`src/rtl/led_scanner_pkg.sv`:
```
// ============================================================================
//  Module : led_pkg
//  Shared pattern-mode encodings for the LED scanner and future display blocks.
//  Rev    : 1.0  initial release
// ============================================================================
`default_nettype none

package led_pkg;

    typedef logic [1:0] mode_t;

    localparam mode_t MODE_BOUNCE = 2'd0;
    localparam mode_t MODE_ROT_L  = 2'd1;
    localparam mode_t MODE_ROT_R  = 2'd2;
    localparam mode_t MODE_FILL   = 2'd3;

endpackage

`default_nettype wire

```
`src/rtl/led_scanner_stb_gen.sv`:
```
// ============================================================================
//  Module : stb_gen
//  Pausable prescaler: emits a combinational step strobe once every DIV cycles.
//  Rev    : 1.0  initial release
// ============================================================================
`default_nettype none

module stb_gen #(
    parameter int DIV = 10
) (
    input  logic i_clk,
    input  logic i_reset,
    input  logic i_pause,
    output logic o_stb
);

    localparam int            CW       = $clog2(DIV) + 1;
    localparam logic [CW-1:0] C_RELOAD = CW'(DIV - 1);
    localparam logic [CW-1:0] C_ONE    = CW'(1);

    logic [CW-1:0] r_cnt;

    // The strobe is taken straight from the count so consumers update on the reload edge.
    assign o_stb = ~i_pause & (r_cnt == '0);

    always_ff @(posedge i_clk) begin
        if (i_reset) begin
            r_cnt <= C_RELOAD;
        end else if (!i_pause) begin
            r_cnt <= (r_cnt == '0) ? C_RELOAD : (r_cnt - C_ONE);
        end
    end

endmodule

`default_nettype wire

```
`src/rtl/led_scanner.sv`:
```
// ============================================================================
//  Module : led_scanner
//  N-bit LED pattern generator (bounce / rotate-left / rotate-right / fill).
//  Optional PWM dimming is enabled with `define LED_SCANNER_PWM_EN.
//  Rev    : 1.0  initial release
// ============================================================================
`default_nettype none

module led_scanner
    import led_pkg::*;
#(
    parameter int NLEDS = 8,
    parameter int DIV   = 10
`ifdef LED_SCANNER_PWM_EN
   ,parameter int PWM_W = 4
`endif
) (
    input  logic             i_clk,
    input  logic             i_reset,
    input  logic [1:0]       i_mode,
    input  logic             i_pause,
`ifdef LED_SCANNER_PWM_EN
    input  logic [PWM_W-1:0] i_duty,
`endif
    output logic [NLEDS-1:0] o_led,
    output logic             o_step,
    output logic             o_dir
);

    localparam int            PW       = $clog2(NLEDS);
    localparam logic [PW-1:0] C_LAST   = PW'(NLEDS - 1);
    localparam logic [PW-1:0] C_PENULT = PW'(NLEDS - 2);
    localparam logic [PW-1:0] C_ONE    = PW'(1);

    logic             w_stb;
    logic [PW-1:0]    r_pos,     w_pos;
    logic             r_dir,     w_dir;
    mode_t            r_mode_q,  w_mode_q;
    logic [NLEDS-1:0] r_pattern, w_pattern;
    logic             r_step;

    stb_gen #(
        .DIV     (DIV)
    ) u_stb_gen (
        .i_clk   (i_clk),
        .i_reset (i_reset),
        .i_pause (i_pause),
        .o_stb   (w_stb)
    );

    always_ff @(posedge i_clk) begin
        if (i_reset) begin
            r_pos     <= '0;
            r_dir     <= 1'b0;
            r_mode_q  <= MODE_BOUNCE;
            r_pattern <= NLEDS'(1);
            r_step    <= 1'b0;
        end else begin
            r_pos     <= w_pos;
            r_dir     <= w_dir;
            r_mode_q  <= w_mode_q;
            r_pattern <= w_pattern;
            r_step    <= w_stb;
        end
    end

    always_comb begin
        w_pos     = r_pos;
        w_dir     = r_dir;
        w_mode_q  = r_mode_q;
        w_pattern = r_pattern;
        if (w_stb) begin
            if (i_mode != r_mode_q) begin
                // A mode change restarts the new pattern from LED 0.
                w_mode_q  = i_mode;
                w_pos     = '0;
                w_dir     = 1'b0;
                w_pattern = NLEDS'(1);
            end else begin
                case (r_mode_q)
                    MODE_BOUNCE: begin
                        if (!r_dir) begin
                            if (r_pos == C_LAST) begin
                                w_dir = 1'b1;
                                w_pos = C_PENULT;
                            end else begin
                                w_pos = r_pos + C_ONE;
                            end
                        end else begin
                            if (r_pos == '0) begin
                                w_dir = 1'b0;
                                w_pos = C_ONE;
                            end else begin
                                w_pos = r_pos - C_ONE;
                            end
                        end
                    end
                    MODE_ROT_R: w_pos = (r_pos == '0) ? C_LAST : (r_pos - C_ONE);
                    default:    w_pos = (r_pos == C_LAST) ? '0 : (r_pos + C_ONE);
                endcase
                for (int i = 0; i < NLEDS; i++) begin
                    w_pattern[i] = (r_mode_q == MODE_FILL) ? (PW'(i) <= w_pos)
                                                           : (PW'(i) == w_pos);
                end
            end
        end
    end

`ifdef LED_SCANNER_PWM_EN
    logic [PWM_W-1:0] r_pwm_cnt;
    logic             r_pwm_on;

    // Free-running so the dimming duty is unaffected by pause.
    always_ff @(posedge i_clk) begin
        if (i_reset) begin
            r_pwm_cnt <= '0;
            r_pwm_on  <= 1'b0;
        end else begin
            r_pwm_cnt <= r_pwm_cnt + PWM_W'(1);
            r_pwm_on  <= (r_pwm_cnt < i_duty);
        end
    end

    always_comb begin
        o_led  = r_pattern & {NLEDS{r_pwm_on}};
        o_step = r_step;
        o_dir  = r_dir;
    end
`else
    always_comb begin
        o_led  = r_pattern;
        o_step = r_step;
        o_dir  = r_dir;
    end
`endif

endmodule

`default_nettype wire
```
`config.mk`:
```
export PLATFORM = sky130hd
export DESIGN_NAME = led_scanner
export DESIGN_NICKNAME = d
export VERILOG_FILES = /design/src/rtl/led_scanner_pkg.sv /design/src/rtl/led_scanner_stb_gen.sv /design/src/rtl/led_scanner.sv
export SDC_FILE = /design/constraint.sdc
export NUM_CORES = 1
export LEC_CHECK = 0
export CORE_MARGIN = 5
export CORE_UTILIZATION = 65
export DETAILED_ROUTE_END_ITERATION = 16
export DONT_BUFFER_PORTS = 1
export PLACE_DENSITY_LB_ADDON = 0.08
export SYNTH_ARGS = -nofsm -noshare
export SYNTH_HDL_FRONTEND = slang
export SYNTH_HIERARCHICAL = 1
export SYNTH_SLANG_ARGS = --single-unit
```
`constraint.sdc`:
```
create_clock -name i_clk -period 3.75 [get_ports i_clk]
set_input_delay 0.5625 -clock i_clk [delete_from_list [all_inputs] [get_ports i_clk]]
set_output_delay 0.5625 -clock i_clk [all_outputs]
set_load 0.005 [all_outputs]
```
==> qor.yml <==
clk_latency_ps: 290
syn_nets: 135
utilization_pct: 67.7
routedLengthMet1_um: 913
grt_first_pass_wirelength_mm: 3.61
design.die.area_um2: 2630
n_fill_cell: 128
cts_bufs_inserted: 3
avgViaCountPerCell: 6.06
grt_start_max_net_pins: 19
synth_edf_count: 0
grt.overflow.total: 0
power.density_cell_area_nw_per_um2: 326
root_buffer: "clkbuf_4"
register_area_um2: 400
final.setup.tns_ps: 0
setup_viol: 0
post-route-period-util_pct: 60.4
min_period_ps: 2260
number_of_antenna_violations_at_the_first_check_in_global_routing: 0
critPathMaxFanout: 11
wire_per_inst_um: 14.1
final-hold-violation-count: 0
drv.max_cap_violation_count: 0
worstPathCellList: "inv_1 > ha_1 > nor4b_4 > and2_1 > inv_1 > nor2_2 > o31ai_2 > o32a_1"
fmax_mhz: 442
clock_tree.htree_level_count: 1
dpl.cell_count: 135
first_global_vias: 796
totalWireLength_mm: 1.95
post_synth_num_cell_types: 37
holdBufCountCts: 0
layout.nets: 135
final.setup_skew_ps: 2.60
drt-pass1-iter-count: 4
setup.worst_path.end_class: "register"
power.leakage_nw: 0.414
irDropWorstVdd_v: 0.000227
via_count: 843
ctsLongestPathBuffers: 2
clk_pin_slew_worst_paths_ps: 110
yosys-top-cells-count: "dfxtp_1 (20), nand2_1 (19), inv_1 (11)"
initial_utilization_pct: 66.3
final_cell_count_no_fill: 139
drt_first_iter_violations: 14
mappedNetlistArea_um2: 1110
switching_share_pct: 21.9
drv_slew: 0
design.core.area_um2: 1670
synth.yosys.warnings: 6
power_frac_seq_pct: 60.3
portBuffers: 0
critical_path.slowest_cell: "dfxtp_1"
antenna_cells_inserted: 0
cts.repair_timing.setup_buffer_count: 0
remaining_drc_errors: 0
detail_route_met3_wl_um: 105
area.growth.synth_to_final_pct: 2.15
critical-path-top-cell-by-count: "inv_1"
worst-setup-path-type: "reg2reg"
p_int_uw: 288
synthesis.instances: 123
cts-resized-gates: 0
placementRows: 15
dieHeight_um: 51.3
pwr-share-clk_pct: 33.3
combPwrFrac_pct: 6.3
post_synth_main_area_contributors: "dfxtp_1 (36%), ha_1 (7.9%), nand2_1 (6.4%)"
crit_path_start_kind: "register"
clock_sinks: 20
net_switching_power_figure_uw: 80.9
synth_seq_area_share_pct: 36.2
antenna_left: 0
critPathRequiredTime_ps: 3940
tightest_slew_ps: 578
final_weighted_congestion_in_routability_driven_placement: 0.771
synth_top_cell_area_share_pct: 36.2
post_route_cells_drive_above_1_share_pct: 13.1
multi_input_area_um2: 632
io_pins: 15
grt_usage_pct: 17.8
timing.critical_path.slowest_cell_delay_ps: 350
holdCritPathClass: "in2reg"
grt_setup_unrepaired: "no"
async_reset_ff_share_pct: 0
clock_tree_from_tritoncts: "done"
topRoutingLayerUsed: "met4"
horizontal_die_dimension_um: 51.3
synthesis.area_per_instance_um2: 9.00
synth_most_common_cell: "dfxtp_1"
synth_top_area_cell: "dfxtp_1"
arrival_time_at_the_worst_endpoint_ps: 2450
timing.max_slew.rel_slack_pct: 61.5
synthFlopType: "dfxtp_1"
met2_length_um: 926
postSynthRegisterBits: 20
dp_hpwl_mm: 1.55
outcome: "complete, no violations"
## state kept, by name, summed over array words and instances (netlist names)
name and count:
r_mode_q 2, o_step 1, o_led 8, u_stb_gen/r_cnt 5
o_dir 1, r_pos 3
## cells by family (layout without fill, tap and decap cells)
family,Yosys count,after routing,synth area share [%]
AOI/OAI and AO/OA,27,27,20.5
xor gates and xnor gates,5,5,3.95
adders and majority gates,7,7,7.91
buffers and inverters,16,15,6.78
DFF,20,20,36.2
muxes,5,5,4.52
and+or+nand+nor,43,43,20.2
## path summary, 6_finish.rpt
check                                  start                    end  slack, ps  cells after the start
max          u_stb_gen/r_cnt[0]$_SDFFE_PP1N_  o_led[0]$_SDFFE_PP1P_       1490                      8
min reg2reg            o_led[6]$_SDFFE_PP0P_  o_led[6]$_SDFFE_PP0P_        480                      2
max reg2reg  u_stb_gen/r_cnt[0]$_SDFFE_PP1N_  o_led[0]$_SDFFE_PP1P_       1490                      8
min                                  i_reset  o_led[1]$_SDFFE_PP0P_        320                      1
## power by group through the flow
| stage | sequential, mW | clock [mW] | combinational [mW] |
|---|---|---|---|
| 6_report | 0.222 | 0.123 | 0.0234 |
| 5_1_grt | 0.223 | 0.137 | 0.0263 |
| 4_1_cts | 0.222 | 0.124 | 0.0237 |
| 3_5_place_dp | 0.227 | 0 | 0.0235 |
| 3_3_place_gp | 0.227 | 0 | 0.0223 |
| 2_1_floorplan | 0.226 | 0 | 0.0218 |
## layout by cell type (no fill, tap or decap), drive strengths merged
| master | Yosys | final |
|---|---|---|
| ha | 7 | 7 |
| o22ai | 1 | 1 |
| o21ai | 2 | 2 |
| a21oi | 9 | 9 |
| nand4b | 1 | 1 |
| nand4 | 3 | 3 |
| nor2 | 11 | 11 |
| nand2 | 19 | 19 |
| mux2i | 5 | 5 |
| a221oi | 2 | 2 |
| nor3 | 2 | 2 |
| or2 | 1 | 1 |
| and2 | 2 | 2 |
| a31oi | 1 | 1 |
| a211oi | 2 | 2 |
| o32a | 1 | 1 |
| xnor2 | 4 | 4 |
| a32o | 2 | 2 |
| inv | 11 | 11 |
| o2bb2ai | 1 | 1 |
| a22oi | 1 | 1 |
| nor4 | 1 | 1 |
| dfxtp | 20 | 20 |
| nor4b | 1 | 1 |
| o21bai | 1 | 1 |
| clkbuf | 3 | 4 |
| a21o | 1 | 1 |
| o31ai | 2 | 2 |
| xor2 | 1 | 1 |
| nor2b | 2 | 2 |
| a2bb2oi | 1 | 1 |
## metal layers
layer / global-route usage, % / vias up
li1: - / 425
met4: 5.24 / 0
met2: 27.9 / 16
met3: 5.54 / 2
met5: 0 / -
met1: 23.4 / 400
## through the flow
step	setup WS, ps	area (um^2)	total power [mW]	hold slack [ps]
after floorplan	1660	1110	0.248	448
after global placement	1520	1090	0.249	463
after detailed placement	1450	1090	0.251	463
after CTS	1500	1130	0.371	315
after global routing	1280	1130	0.387	295
final	1490	1130	0.369	317
## final cells by class
type / instances / share of cell area, %
sequential: 20 / 35.4
clock buffer: 4 / 3.21
multi-input combinational: 87 / 55.9
inverter: 11 / 3.65
tap: 17 / 1.88
## worst max-delay path, delay by kind of cell, from the launching register on
family,cells,cell delay (ps)
AOI/OAI and AO/OA,2,440
and+or+nand+nor,3,890
adders and majority gates,1,170
DFF,1,350
buffers and inverters,2,300
No activity file was read; power rests on OpenSTA's default activity.
